### src/rtl/fp_cmp_pkg.sv
// Shared constants and field helpers for the FloPoCo comparator.
// Operand layout: {exn[1:0], sign, exp[WE-1:0], frac[WF-1:0]}.
package fp_cmp_pkg;

  localparam logic [1:0] EXN_ZERO = 2'b00;
  localparam logic [1:0] EXN_NORM = 2'b01;
  localparam logic [1:0] EXN_INF  = 2'b10;
  localparam logic [1:0] EXN_NAN  = 2'b11;

  typedef enum logic [2:0] {
    OP_GE  = 3'b000,
    OP_GT  = 3'b001,
    OP_LE  = 3'b010,
    OP_LT  = 3'b011,
    OP_EQ  = 3'b100,
    OP_NE  = 3'b101,
    OP_MIN = 3'b110,
    OP_MAX = 3'b111
  } op_e;

  function automatic int fp_w(int we, int wf);
    return we + wf + 3;
  endfunction

  function automatic int sign_bit(int we, int wf);
    return we + wf;
  endfunction

  function automatic int exp_hi(int we, int wf);
    return we + wf - 1;
  endfunction

  function automatic int key_w(int we, int wf);
    return we + wf + 2;
  endfunction

endpackage

### src/rtl/fp_cmp_classify.sv
// Operand classification and unsigned magnitude-key ordering.
// Non-normal operands carry no exp/frac so all zeros/infs/NaNs collapse.
module fp_cmp_classify
  import fp_cmp_pkg::*;
#(
  parameter int WE = 11,
  parameter int WF = 19
) (
  input  logic [WE+WF+2:0] a,
  input  logic [WE+WF+2:0] b,
  output logic             lt_mag,
  output logic             eq_mag,
  output logic             nan_a,
  output logic             nan_b,
  output logic             zero_a,
  output logic             zero_b
);

  localparam int W  = fp_w(WE, WF);
  localparam int EH = exp_hi(WE, WF);
  localparam int KW = key_w(WE, WF);

  logic [1:0]    exn_a, exn_b;
  logic [EH:0]   mag_a, mag_b;
  logic [KW-1:0] key_a, key_b;

  assign exn_a = a[W-1:W-2];
  assign exn_b = b[W-1:W-2];

  assign mag_a = a[EH:0] & {(EH+1){exn_a == EXN_NORM}};
  assign mag_b = b[EH:0] & {(EH+1){exn_b == EXN_NORM}};

  assign key_a = {exn_a, mag_a};
  assign key_b = {exn_b, mag_b};

  assign lt_mag = key_a < key_b;
  assign eq_mag = key_a == key_b;
  assign nan_a  = exn_a == EXN_NAN;
  assign nan_b  = exn_b == EXN_NAN;
  assign zero_a = exn_a == EXN_ZERO;
  assign zero_b = exn_b == EXN_ZERO;

endmodule

### src/rtl/fp_compare_pipe.sv
// Two-stage FloPoCo compare / min / max with tag sideband.
// One global enable stalls both stages while the output is held.
module fp_compare_pipe
  import fp_cmp_pkg::*;
#(
  parameter int WE    = 11,
  parameter int WF    = 19,
  parameter int TAG_W = 4,
  parameter int CNT_W = 16
) (
  input  logic             clk,
  input  logic             rst,
  input  logic             in_valid,
  output logic             in_ready,
  input  logic [WE+WF+2:0] inA,
  input  logic [WE+WF+2:0] inB,
  input  logic [2:0]       op,
  input  logic [TAG_W-1:0] in_tag,
  output logic             out_valid,
  input  logic             out_ready,
  output logic             flag,
  output logic [WE+WF+2:0] res,
  output logic             unordered,
  output logic [TAG_W-1:0] out_tag,
  output logic [CNT_W-1:0] nan_count
);

  localparam int W  = fp_w(WE, WF);
  localparam int SB = sign_bit(WE, WF);

  typedef struct packed {
    op_e              op;
    logic [TAG_W-1:0] tag;
    logic [W-1:0]     a;
    logic [W-1:0]     b;
    logic             lt_mag;
    logic             eq_mag;
    logic             nan_a;
    logic             nan_b;
    logic             zero_a;
    logic             zero_b;
  } s1_t;

  s1_t  s1_d, s1_q;
  logic s1_valid;
  logic en;

  assign en       = !out_valid || out_ready;
  assign in_ready = en;

  assign s1_d.op  = op_e'(op);
  assign s1_d.tag = in_tag;
  assign s1_d.a   = inA;
  assign s1_d.b   = inB;

  fp_cmp_classify #(.WE(WE), .WF(WF)) u_cls (
    .a      (inA),
    .b      (inB),
    .lt_mag (s1_d.lt_mag),
    .eq_mag (s1_d.eq_mag),
    .nan_a  (s1_d.nan_a),
    .nan_b  (s1_d.nan_b),
    .zero_a (s1_d.zero_a),
    .zero_b (s1_d.zero_b)
  );

  always_ff @(posedge clk or posedge rst) begin
    if (rst) begin
      s1_valid <= 1'b0;
      s1_q     <= '0;
    end else if (en) begin
      s1_valid <= in_valid;
      if (in_valid) s1_q <= s1_d;
    end
  end

  logic         sa, sb, bz, diff, pos, neg;
  logic         lt, eq, gt, any_nan, flag_d;
  logic [W-1:0] min_v, max_v, res_d;

  assign sa      = s1_q.a[SB];
  assign sb      = s1_q.b[SB];
  assign bz      = s1_q.zero_a && s1_q.zero_b;
  assign diff    = !bz && (sa != sb);
  assign pos     = !bz && !sa && !sb;
  assign neg     = !bz && sa && sb;
  assign any_nan = s1_q.nan_a || s1_q.nan_b;
  assign gt      = !lt && !eq;

  always_comb begin
    lt = 1'b0;
    eq = 1'b0;
    unique case (1'b1)
      bz:   eq = 1'b1;
      diff: lt = sa;
      pos: begin
        lt = s1_q.lt_mag;
        eq = s1_q.eq_mag;
      end
      neg: begin
        lt = !s1_q.lt_mag && !s1_q.eq_mag;
        eq = s1_q.eq_mag;
      end
    endcase
  end

  // Zero pair: sign picks the winner; all other ties return inA.
  always_comb begin
    min_v = s1_q.a;
    max_v = s1_q.a;
    if (s1_q.nan_a && s1_q.nan_b) begin
      min_v = s1_q.a;
      max_v = s1_q.a;
    end else if (s1_q.nan_a) begin
      min_v = s1_q.b;
      max_v = s1_q.b;
    end else if (s1_q.nan_b) begin
      min_v = s1_q.a;
      max_v = s1_q.a;
    end else if (bz) begin
      min_v = (sb && !sa) ? s1_q.b : s1_q.a;
      max_v = (sa && !sb) ? s1_q.b : s1_q.a;
    end else if (lt) begin
      max_v = s1_q.b;
    end else if (gt) begin
      min_v = s1_q.b;
    end
  end

  always_comb begin
    flag_d = 1'b0;
    res_d  = '0;
    unique case (s1_q.op)
      OP_GE:  flag_d = !any_nan && !lt;
      OP_GT:  flag_d = !any_nan && gt;
      OP_LE:  flag_d = !any_nan && !gt;
      OP_LT:  flag_d = !any_nan && lt;
      OP_EQ:  flag_d = !any_nan && eq;
      OP_NE:  flag_d = any_nan || !eq;
      OP_MIN: res_d  = min_v;
      OP_MAX: res_d  = max_v;
    endcase
  end

  always_ff @(posedge clk or posedge rst) begin
    if (rst) begin
      out_valid <= 1'b0;
      flag      <= 1'b0;
      res       <= '0;
      unordered <= 1'b0;
      out_tag   <= '0;
      nan_count <= '0;
    end else if (en) begin
      out_valid <= s1_valid;
      if (s1_valid) begin
        flag      <= flag_d;
        res       <= res_d;
        unordered <= any_nan;
        out_tag   <= s1_q.tag;
        if (any_nan && nan_count != '1)
          nan_count <= nan_count + CNT_W'(1);
      end
    end
  end

endmodule
### config.mk
export PLATFORM = sky130hd
export DESIGN_NAME = fp_compare_pipe
export DESIGN_NICKNAME = d
export VERILOG_FILES = /design/src/rtl/fp_cmp_pkg.sv /design/src/rtl/fp_cmp_classify.sv /design/src/rtl/fp_compare_pipe.sv
export SDC_FILE = /design/constraint.sdc
export NUM_CORES = 1
export LEC_CHECK = 0
export ABC_AREA = 1
export BUFFER_PORTS_ARGS = -buffer_cell sky130_fd_sc_hd__buf_2
export CAP_MARGIN = 10
export CORE_ASPECT_RATIO = 0.9
export CORE_UTILIZATION = 45
export CTS_CLUSTER_SIZE = 14
export DETAILED_ROUTE_END_ITERATION = 16
export GPL_ROUTABILITY_DRIVEN = 0
export HOLD_SLACK_MARGIN = 0.02
export PLACE_DENSITY = 0.66
export SYNTH_ARGS = -nofsm -noshare
export SYNTH_HDL_FRONTEND = slang
export SYNTH_SLANG_ARGS = --single-unit
### constraint.sdc
create_clock -name clk -period 9.4 [get_ports clk]
set_input_delay 1.88 -clock clk [delete_from_list [all_inputs] [get_ports clk]]
set_output_delay 1.88 -clock clk [all_outputs]
set_load 0.02 [all_outputs]
==> impl_results.md, run 1 <==
- Via density: 5.26
- Routed WL: about 25,000 um
- VDD IR max: around 0.12 mV
- Setup Total Neg Slack: 0 ns
- GR Util All Layers: 0.264
- Fin crit period: 4.38 ns
- Worst-path clk slew: 0.06 ns
- Clock power share: 0.352
- Mapped cell area: approximately 9000 um^2
- Maximum clock insertion buffer count: 2
- Count of different cell masters after synthesis: 39
- Slew Viols, Final: 0
- Wire per inst: around 16 um
- Multi-input gate area: about 4500 um^2
- Largest net degree at the start of global routing: 75
- Die area: between 20,000 and 25,000 um^2
- Core Rows: 48
- CP peak stage delay: ~0.21 ns
- Most common cell after layout, fill and taps aside: nand2_1
- CP Buf/Inv Count: 3
- Combinational fraction of design power: 0.290
- DR vias: between 8k and 9k
- Pint: 1.40 mW
- Initial Util: 0.459
- CTS H-tree depth: 4
- Delay-heaviest family, CP: buffers and inverters
- Register area share after synthesis: 0.389
- Worst path slowest cell: nor2_1
- Final instance area: ~10,000 um^2
- Setup Fix Bufs, Post-CTS: 0
- Layout net count: about 1.4k
- WP data arrival: 2.50 ns
- Mapped Cells: ~1.2k
- Most frequent cells in the layout: nand2_1 (353), nor2_1 (146), dfrtp_1 (135), buf_2 (133), inv_1 (127)
- Max FO, Critical Path: 4
- Die Height: about 130 um
- Worst hold path class: register to register
- Element type at the critical path end: primary output
- Vias in the first global route: 7,732
- Wire length of the first global-routing pass: 40,900 um
- Final period utilization: 0.465
- RSZ-0062 raised after global routing: no
- Register area: around 3400 um^2
- Critical Path, Cell by Cell: buf_2 > nor2_1 > inv_1 > buf_2
- Syn Area/Cell: ~7.1 um^2
- Die width: ~150 um
- Placed insts: ~1.6k
- Core Box Area: roughly 19,000 um^2
- Finish-stage setup viols: 0
- Synth Warn #: 0
- # Max-Cap Violations: 0
- Clk_skew: around 0.0098 ns
- Root buf cell: clkbuf_16
- DPL Wire Length: around 16,000 um
- NetSw: around 0.80 mW
- Fmax: about 230 MHz
- Seq pwr share: 0.358
- Pwr dens: around 220 nW/um^2
- Status: finished clean
- Switch share: 0.363
- P&R area growth vs syn: 16.2%
- CP startpoint kind: input pin
- Port-buffer cells: around 130
- Grt total ovfl: 0
- Flip-flop and latch count after synthesis: roughly 140
- CTS tree: done
- Fill cells: about 1.9k
- Pre-antenna DRT Iters: 5
- Synthesized Nets: between 1k and 1.5k
- Clk_lat worst skew: 0.43 ns
- Routed Antenna Nets: 0
- Hold Buf Count CTS: 0
- Drt initial violations: approximately 550
- Inserted Clock Buffers: 17
- P_leak: 5.11 nW
- Layout cells sized above 1: 0.172
- Num ports: ~130
- Sink Count: around 140
- Slew @ Worst Pin: ~1.2 ns
- Top cell by count, worst path: buf_2
- DRC Markers: 0
- Initial antenna violation count: 2
- Endpoints failing hold: 0
- Critical path class: input pin to primary output
- Cts repair resizes: 0
- Final non-filler cell total: 1,586
- Area after DPL: 9470 um^2
- Critical Path RT: 7.52 ns
- Rel. slew slack: 0.168
## Yosys cell counts
cell | count | area (um^2)
nand2_1 | 354 | 1330
a211oi_1 | 1 | 7.51
o22ai_2 | 30 | 375
inv_1 | 129 | 484
o2111ai_1 | 1 | 8.76
a21oi_1 | 81 | 405
a21o_1 | 1 | 7.51
nor4_1 | 1 | 6.26
a22oi_2 | 1 | 12.5
dfrtp_1 | 136 | 3400
nand4_1 | 11 | 68.8
nor2_4 | 3 | 33.8
a22o_1 | 2 | 17.5
nand3b_1 | 1 | 7.51
o21ai_4 | 1 | 16.3
buf_4 | 3 | 22.5
nor3_1 | 7 | 35.0
buf_6 | 9 | 101
a41oi_1 | 1 | 8.76
inv_2 | 5 | 18.8
xor2_1 | 7 | 61.3
o211ai_1 | 3 | 22.5
o21bai_1 | 1 | 7.51
o21ai_1 | 3 | 15.0
clkinv_1 | 1 | 3.75
a31oi_1 | 3 | 18.8
o22ai_1 | 3 | 18.8
nor2_2 | 4 | 25.0
xnor2_1 | 8 | 70.1
nand3_1 | 52 | 260
o21ai_0 | 117 | 586
o21a_1 | 1 | 7.51
nor4b_2 | 1 | 15.0
clkbuf_1 | 40 | 150
nand2_2 | 6 | 37.5
ha_1 | 37 | 463
buf_2 | 10 | 50.1
nor2_1 | 148 | 556
buf_1 | 6 | 22.5
## final timing paths
kind,from,slack (ns),cells after the start,end
setup / recovery,out_ready,5.02,4,in_ready
hold / removal,out_tag[0],0.48,2,out_tag[0]
setup reg to reg,s1_q[78],6.25,11,res[5]
hold reg to reg,out_tag[0],0.48,2,out_tag[0]
max in group asynchronous,rst,6.51,3,s1_q[16]
min in group asynchronous,rst,1.52,2,out_tag[1]
## cells by family (layout without fill, tap and decap cells)
kind of cell	count (synthesis)	after routing	share of synthesized area
xor+xnor	15	15	0.0150
buf+inv	203	308	0.0974
flops	136	136	0.389
fa+ha+maj	37	37	0.0528
simple gates	588	588	0.271
compound gates	250	250	0.175
other cells	0	2	0
## state kept, by name (all words and copies together) (netlist names)
name,cells
flag,1
nan_count,16
out_tag,4
out_valid,1
res,33
s1_q,79
s1_valid,1
unordered,1
## per-layer routing
layer	wire [um]	track usage	vias up
met2	11300	0.414	331
met5	0	0	-
met1	11800	0.367	3850
li1	-	-	4128
met3	1750	0.0483	36
met4	437	0.0845	0
## tightest hold or removal path, cell delays in order (launching register included)
cell     delay (ns)
dfrtp_1        0.34
nand2_1        0.05
o21ai_0        0.06
## area by class of cell
cell class / count / share of cell area
flip-flops and latches: 136 / 0.334
diodes: 2 / 0.000492
repair buffers: 141 / 0.0733
clock buffers: 17 / 0.0418
well taps: 250 / 0.0307
clock inverters: 15 / 0.0243
multi-input cells: 890 / 0.445
inverters: 135 / 0.0503
## per-stage QoR
| stage | worst slack, ns | power (mW) | hold WS, ns | util |
|---|---|---|---|---|
| floorplan | 3.88 | 1.23 | 0.442 | - |
| global placement | 4.78 | 1.41 | 0.460 | 0.496 |
| detailed placement | 4.70 | 1.43 | 0.469 | 0.496 |
| CTS | 5.02 | 2.21 | 0.484 | 0.531 |
| global route | 4.89 | 2.33 | 0.509 | 0.533 |
| finish | 5.02 | 2.20 | 0.483 | 0.533 |
## power by group through the flow
| stage | Clock, mW | Combinational (mW) | Sequential [mW] |
|---|---|---|---|
| global route | 0.810 | 0.713 | 0.804 |
| floorplan | 0 | 0.372 | 0.858 |
| detailed placement | 0 | 0.631 | 0.795 |
| finish | 0.775 | 0.637 | 0.787 |
| CTS | 0.785 | 0.635 | 0.787 |
| global placement | 0 | 0.621 | 0.794 |
(Power assumes the default switching activity.)
==> run 2: changes to the inputs <==
- clock period: 9.4 -> 4.5 ns (I/O delays scaled with it)
==> run 2 against run 1 <==
Hold slack worse by 0.0081 ns. Largest power group unchanged. Combinational power rose by 110%. Via count up 0.49%. Global-route usage shrank 0.23 points. Clock skew decreased by 0.0018 ns. Largest cell class unchanged. Cell count grew 0.63%. Non-clock buffer count up 9. Critical path type is now register to register. Register-to-register slack got worse by 4.7 ns. Worst setup slack worse by 3.4 ns.
==> impl_results.md, run 2 (synthesis results as in run 1) <==
- Wire per inst: 15.8 um (-1.1%)
- Reg with most FFs: s1_q
- Cts repair resizes: 0 (unchanged)
- Reg2reg start: s1_q[78]
- Reg2Reg Setup Slack: 1.60 ns (-4.65 ns)
- RSZ-0062 raised after global routing: no
- Die area: 20,000 um^2 (unchanged)
- Pwr dens: 437 nW/um^2 (+100%)
- Endpoints failing hold: 0 (unchanged)
- Critical Path RT: 4.82 ns (-2.70 ns)
- Worst hold path class: register to register
- Fin crit period: between 2 and 3 ns
- Setup Fix Bufs, Post-CTS: 0 (unchanged)
- Sink Count: 136 (unchanged)
- Register area: 3400 um^2 (unchanged)
- R2r worst-path depth: 11 (unchanged)
- Die width: 149 um (unchanged)
- Pre-antenna DRT Iters: 5 (unchanged)
- Initial antenna violation count: 3 (+1)
- Rel. slew slack: 0.302 (+0.134)
- Clk_lat worst skew: 0.43 ns (about the same)
- CP startpoint kind: register
- Routed WL: 25,200 um (-0.47%)
- Worst hold slack: 0.475 ns (-0.00813 ns)
- Layout net count: 1,444 (+0.63%)
- Drt initial violations: 684 (+25%)
- Layout cells sized above 1: 0.178 (+0.00555)
- Place WS: 1.22 ns (-3.48 ns)
- Fmax: between 300 and 400 MHz
- Root buf cell: clkbuf_16
- Status: finished clean
- Element type at the critical path end: register
- Most common cell after layout, fill and taps aside: nand2_1
- WP data arrival: 3.22 ns (+0.72 ns)
- Hold endpoint: out_tag[3]
- Grt total ovfl: 0 (unchanged)
- DRC Markers: 0 (unchanged)
- Num ports: 134 (unchanged)
- DPL Wire Length: 16,700 um (+4.4%)
- Maximum clock insertion buffer count: 2 (unchanged)
- Setup WS post-layout: 1.60 ns (-3.43 ns)
- Routed Antenna Nets: 0 (unchanged)
- Hold depth: 2 (unchanged)
- Critical path class: register to register
- Largest registers: s1_q (79), res (33), nan_count (16)
- Max reg flops: 79 (unchanged)
- Max FO, Critical Path: 32 (+28)
- VDD IR max: 0.213 mV (+78%)
- Core Rows: 48 (unchanged)
- Slew Viols, Final: 0 (unchanged)
- Inserted Clock Buffers: 17 (unchanged)
- Clk_skew: 0.00805 ns (-0.00178 ns)
- Hold Buf Count CTS: 0 (unchanged)
- Fill cells: 1,918 (+0.58%)
- Slew @ Worst Pin: 1.04 ns (-0.203 ns)
- Reg-to-reg critical path endpoint: res[20]
- CTS H-tree depth: 4 (unchanged)
- Setup Total Neg Slack: 0 ns (unchanged)
- Most frequent cells in the layout: nand2_1 (353), nor2_1 (146), dfrtp_1 (135), buf_2 (133), inv_1 (127)
- Beginning of the worst hold path: out_tag[3]
- Finish-stage setup viols: 0 (unchanged)
- P&R area growth vs syn: 16.2% (about the same)
- # Max-Cap Violations: 0 (unchanged)
- Worst-path clk slew: 0.06 ns (about the same)
- Via density: 5.25 (-0.14%)
- Largest net degree at the start of global routing: 74 (-1.3%)
- Die Height: 134 um (unchanged)
- Port-buffer cells: 133 (unchanged)
- Core Box Area: 19,100 um^2 (unchanged)
- Post-layout util: 0.533 (about the same)
- CTS tree: done
- Multi-input gate area: 4530 um^2 (unchanged)
- Final period utilization: 0.645
- P_leak: 5.12 nW (+0.16%)
- DR vias: 8,386 (+0.49%)
- Vias in the first global route: 7,909 (+2.3%)
- GR Util All Layers: 0.261 (-0.00232)
- Wire length of the first global-routing pass: 40,600 um (-0.68%)
- Initial Util: 0.459 (unchanged)
## run 2: cell count changes in the layout (fill, tap and decap cells not counted), sizes merged
cell / change
diode: +1
bufinv: -3
buf: +9
inv: -3
clkbuf: +3
clkinv: +1
clkinvlp: +2
## run 2: routing by layer
| metal | vias to the layer above | global-route usage | routed length, um |
|---|---|---|---|
| li1 | 4150 | - | - |
| met1 | 3866 | 0.359 | 11500 |
| met2 | 324 | 0.409 | 11400 |
| met3 | 46 | 0.0483 | 1790 |
| met4 | 0 | 0.0981 | 530 |
| met5 | - | 0 | 0 |
## run 2: how the worst max path moves through the flow
stage / from / end / slack, ns / depth (start not counted)
CTS: s1_q[78] / res[20] / 1.65 / 11
detailed placement: inA[31] / s1_q[5] / 1.22 / 13
floorplan: inA[31] / s1_q[5] / 1.71 / 14
global placement: inA[31] / s1_q[5] / 1.29 / 13
finish: s1_q[78] / res[20] / 1.60 / 11
global route: inA[31] / s1_q[5] / 1.33 / 13
## run 2: area by class of cell
type | instances | area share
clock buffer | 20 | 0.0458
timing repair buffer | 150 | 0.0791
multi-input combinational | 890 | 0.444
inverter | 135 | 0.0501
antenna | 3 | 0.000737
sequential | 136 | 0.334
clock inverter | 12 | 0.0146
tap | 250 | 0.0307
## run 2: critical path, stage by stage, from the launching register on
cell	delay [ns]
dfrtp_1	0.45
nand2_2	0.15
inv_2	0.28
nand2_1	0.22
nor2_2	0.08
nor2_4	0.81
buf_4	0.29
o22ai_2	0.07
nand2_1	0.06
nand2_1	0.07
a21oi_1	0.23
nor2_1	0.06
## run 2: where the power goes
part           internal [mW]  total [mW]  switching [mW]  leakage, nW
logic                  0.425        1.34           0.912         3.14
clock network          0.911        1.47           0.559        0.294
registers               1.47        1.64           0.173         1.68
total                   2.81        4.45            1.64         5.12
## run 2: metrics by stage
stage | instance area (um^2) | power, mW | std cells
after global placement | 9560 | 2.96 | 1561
after global routing | 10200 | 4.70 | 1596
after floorplan | 8760 | 2.57 | 1229
final | 10200 | 4.45 | 1596
after CTS | 10200 | 4.46 | 1593
after detailed placement | 9560 | 2.99 | 1561
==> run 3: changes to the inputs <==
- clock period: 4.5 -> 3 ns (I/O delays scaled with it)
==> run 3 against run 2 <==
Clock-buffer cell count grew 3. Clock skew grew 0.0053 ns. Critical endpoint unchanged. Register-to-register slack lost 0.85 ns.
==> impl_results.md, run 3 (synthesis results as in run 1) <==
- VDD IR max: 0.319 mV (+50%)
- Status: finished clean
- Slew @ Worst Pin: 0.790 ns (-0.255 ns)
- Final period utilization: 0.749 (+0.104)
- Pre-antenna DRT Iters: 5 (unchanged)
- Routed Antenna Nets: 0 (unchanged)
- Setup Fix Bufs, Post-CTS: 0 (unchanged)
- CTS tree: done
- Core Rows: 48 (unchanged)
- Hold Buf Count CTS: 0 (unchanged)
- Worst-path clk slew: 0.07 ns (about the same)
- Rel. slew slack: 0.473 (+0.171)
- Wire length of the first global-routing pass: 41,600 um (+2.4%)
- DPL Wire Length: 17,300 um (+4.0%)
- Initial Util: 0.459 (unchanged)
- Pint: 4.29 mW (+53%)
- Fmax: 445 MHz (+29%)
- Clock power share: 0.335 (+0.005)
- Die Height: 134 um (unchanged)
- Initial antenna violation count: 2 (-1)
- Setup Total Neg Slack: 0 ns (unchanged)
- Core Box Area: 19,100 um^2 (unchanged)
- NetSw: 2.48 mW (+51%)
- Combinational fraction of design power: 0.302 (about the same)
- Num ports: 134 (unchanged)
- Worst hold path class: input pin to asynchronous set/reset pin
- Root buf cell: clkbuf_16
- Setup WS post-layout: 0.753 ns (-0.846 ns)
- DRC Markers: 0 (unchanged)
- Critical path class: register to register
- WP data arrival: 2.57 ns (-0.65 ns)
- Reg with most FFs: s1_q
- Fin crit period: 2.25 ns (-0.654 ns)
- Pwr dens: 657 nW/um^2 (+50%)
- Largest registers: s1_q (79), res (33), nan_count (16)
- Endpoints failing hold: 0 (unchanged)
- Vias in the first global route: 7,899 (-0.13%)
- P&R area growth vs syn: 17.7%
- Port-buffer cells: 133 (unchanged)
- Inserted Clock Buffers: 17 (unchanged)
- Most frequent cells in the layout: nand2_1 (353), nor2_1 (146), dfrtp_1 (136), buf_2 (133), inv_1 (127)
- Cts repair resizes: 0 (unchanged)
- Most common cell after layout, fill and taps aside: nand2_1
- Clk_lat worst skew: 0.44 ns (about the same)
- Sink Count: 136 (unchanged)
- Critical Path RT: 3.32 ns (-1.50 ns)
- Maximum clock insertion buffer count: 2 (unchanged)
- Grt total ovfl: 0 (unchanged)
- P_leak: 5.20 nW (+1.7%)
- Slew Viols, Final: 0 (unchanged)
- Finish-stage setup viols: 0 (unchanged)
- Seq pwr share: 0.363 (-0.006)
- Die width: 149 um (unchanged)
- CP startpoint kind: register
- Die area: 20,000 um^2 (unchanged)
- Switch share: 0.366 (-0.00291)
- # Max-Cap Violations: 0 (unchanged)
- GR Util All Layers: 0.269 (+0.00746)
- Layout net count: 1,456 (+0.83%)
- Clk_skew: 0.0134 ns (+0.00535 ns)
- Largest net degree at the start of global routing: 137 (+85%)
- RSZ-0062 raised after global routing: no
- Max FO, Critical Path: 31 (-3.1%)
- Drt initial violations: 702 (+2.6%)
- CTS H-tree depth: 4 (unchanged)
- DR vias: 8,455 (+0.82%)
- Place WS: 0.342 ns (-0.882 ns)
- Max reg flops: 79 (unchanged)
- Layout cells sized above 1: 0.184 (+0.00580)
- Routed WL: 25,800 um (+2.5%)
- Wire per inst: 16.0 um (+1.8%)
- Element type at the critical path end: register
- Via density: 5.26 (+0.13%)
[run 3: worst paths after layout]
check / depth (start not counted) / start / slack [ns] / to
min in group clk: 3 / op[0] / 0.37 / s1_q[76]
worst max register to register: 13 / s1_q[69] / 0.75 / res[20]
worst min-delay path: 3 / rst / 0.34 / out_tag[1]
worst max-delay path: 13 / s1_q[69] / 0.75 / res[20]
worst min register to register: 2 / out_tag[0] / 0.48 / out_tag[0]
max in group asynchronous: 3 / rst / 2.03 / s1_q[47]
[run 3: layout make-up]
| type | instances | area (um^2) |
|---|---|---|
| Clock buffer | 23 | 498 |
| Tap cell | 250 | 313 |
| Inverter | 135 | 510 |
| Timing Repair Buffer | 162 | 921 |
| Sequential cell | 136 | 3400 |
| Multi-Input combinational cell | 890 | 4520 |
| Antenna cell | 2 | 5.00 |
| Fill cell | 1868 | 8790 |
| Clock inverter | 9 | 138 |
[run 3: per-stage QoR]
step / instance area (um^2) / hold slack, ns / std cells / utilization / total power [mW]
2_1_floorplan: 8760 / 0.442 / 1229 / - / 3.85
3_3_place_gp: 9670 / 0.452 / 1573 / 0.506 / 4.48
3_5_place_dp: 9670 / 0.466 / 1573 / 0.506 / 4.53
4_1_cts: 10300 / 0.360 / 1605 / 0.540 / 6.80
5_1_grt: 10300 / 0.376 / 1607 / 0.540 / 7.16
6_report: 10300 / 0.345 / 1607 / 0.540 / 6.77
[run 3: routing by layer]
layer / vias to the layer above / global-route usage / wire (um)
li1: 4188 / - / -
met1: 3879 / 0.379 / 11800
met2: 336 / 0.408 / 11500
met3: 52 / 0.0514 / 1970
met4: 0 / 0.0969 / 590
met5: - / 0 / 0
[run 3: power by group through the flow]
| stage | Clock, mW | Sequential (mW) | Combinational, mW |
|---|---|---|---|
| after floorplan | 0 | 2.69 | 1.17 |
| after global placement | 0 | 2.48 | 2.00 |
| after detailed placement | 0 | 2.49 | 2.04 |
| after CTS | 2.30 | 2.45 | 2.05 |
| after global routing | 2.38 | 2.50 | 2.28 |
| final | 2.27 | 2.46 | 2.05 |
[run 3: critical path, stage by stage, from the launching register on]
cell and delay, ns:
dfrtp_1 0.44, inv_1 0.13, ha_1 0.29, nand3_1 0.15, nand2_2 0.09, nor2_4 0.16
nand2_2 0.11, nand2_1 0.09, nand2_2 0.06, buf_12 0.18, nand2_1 0.07, nand2_1 0.05
a21oi_1 0.24, nor2_1 0.07
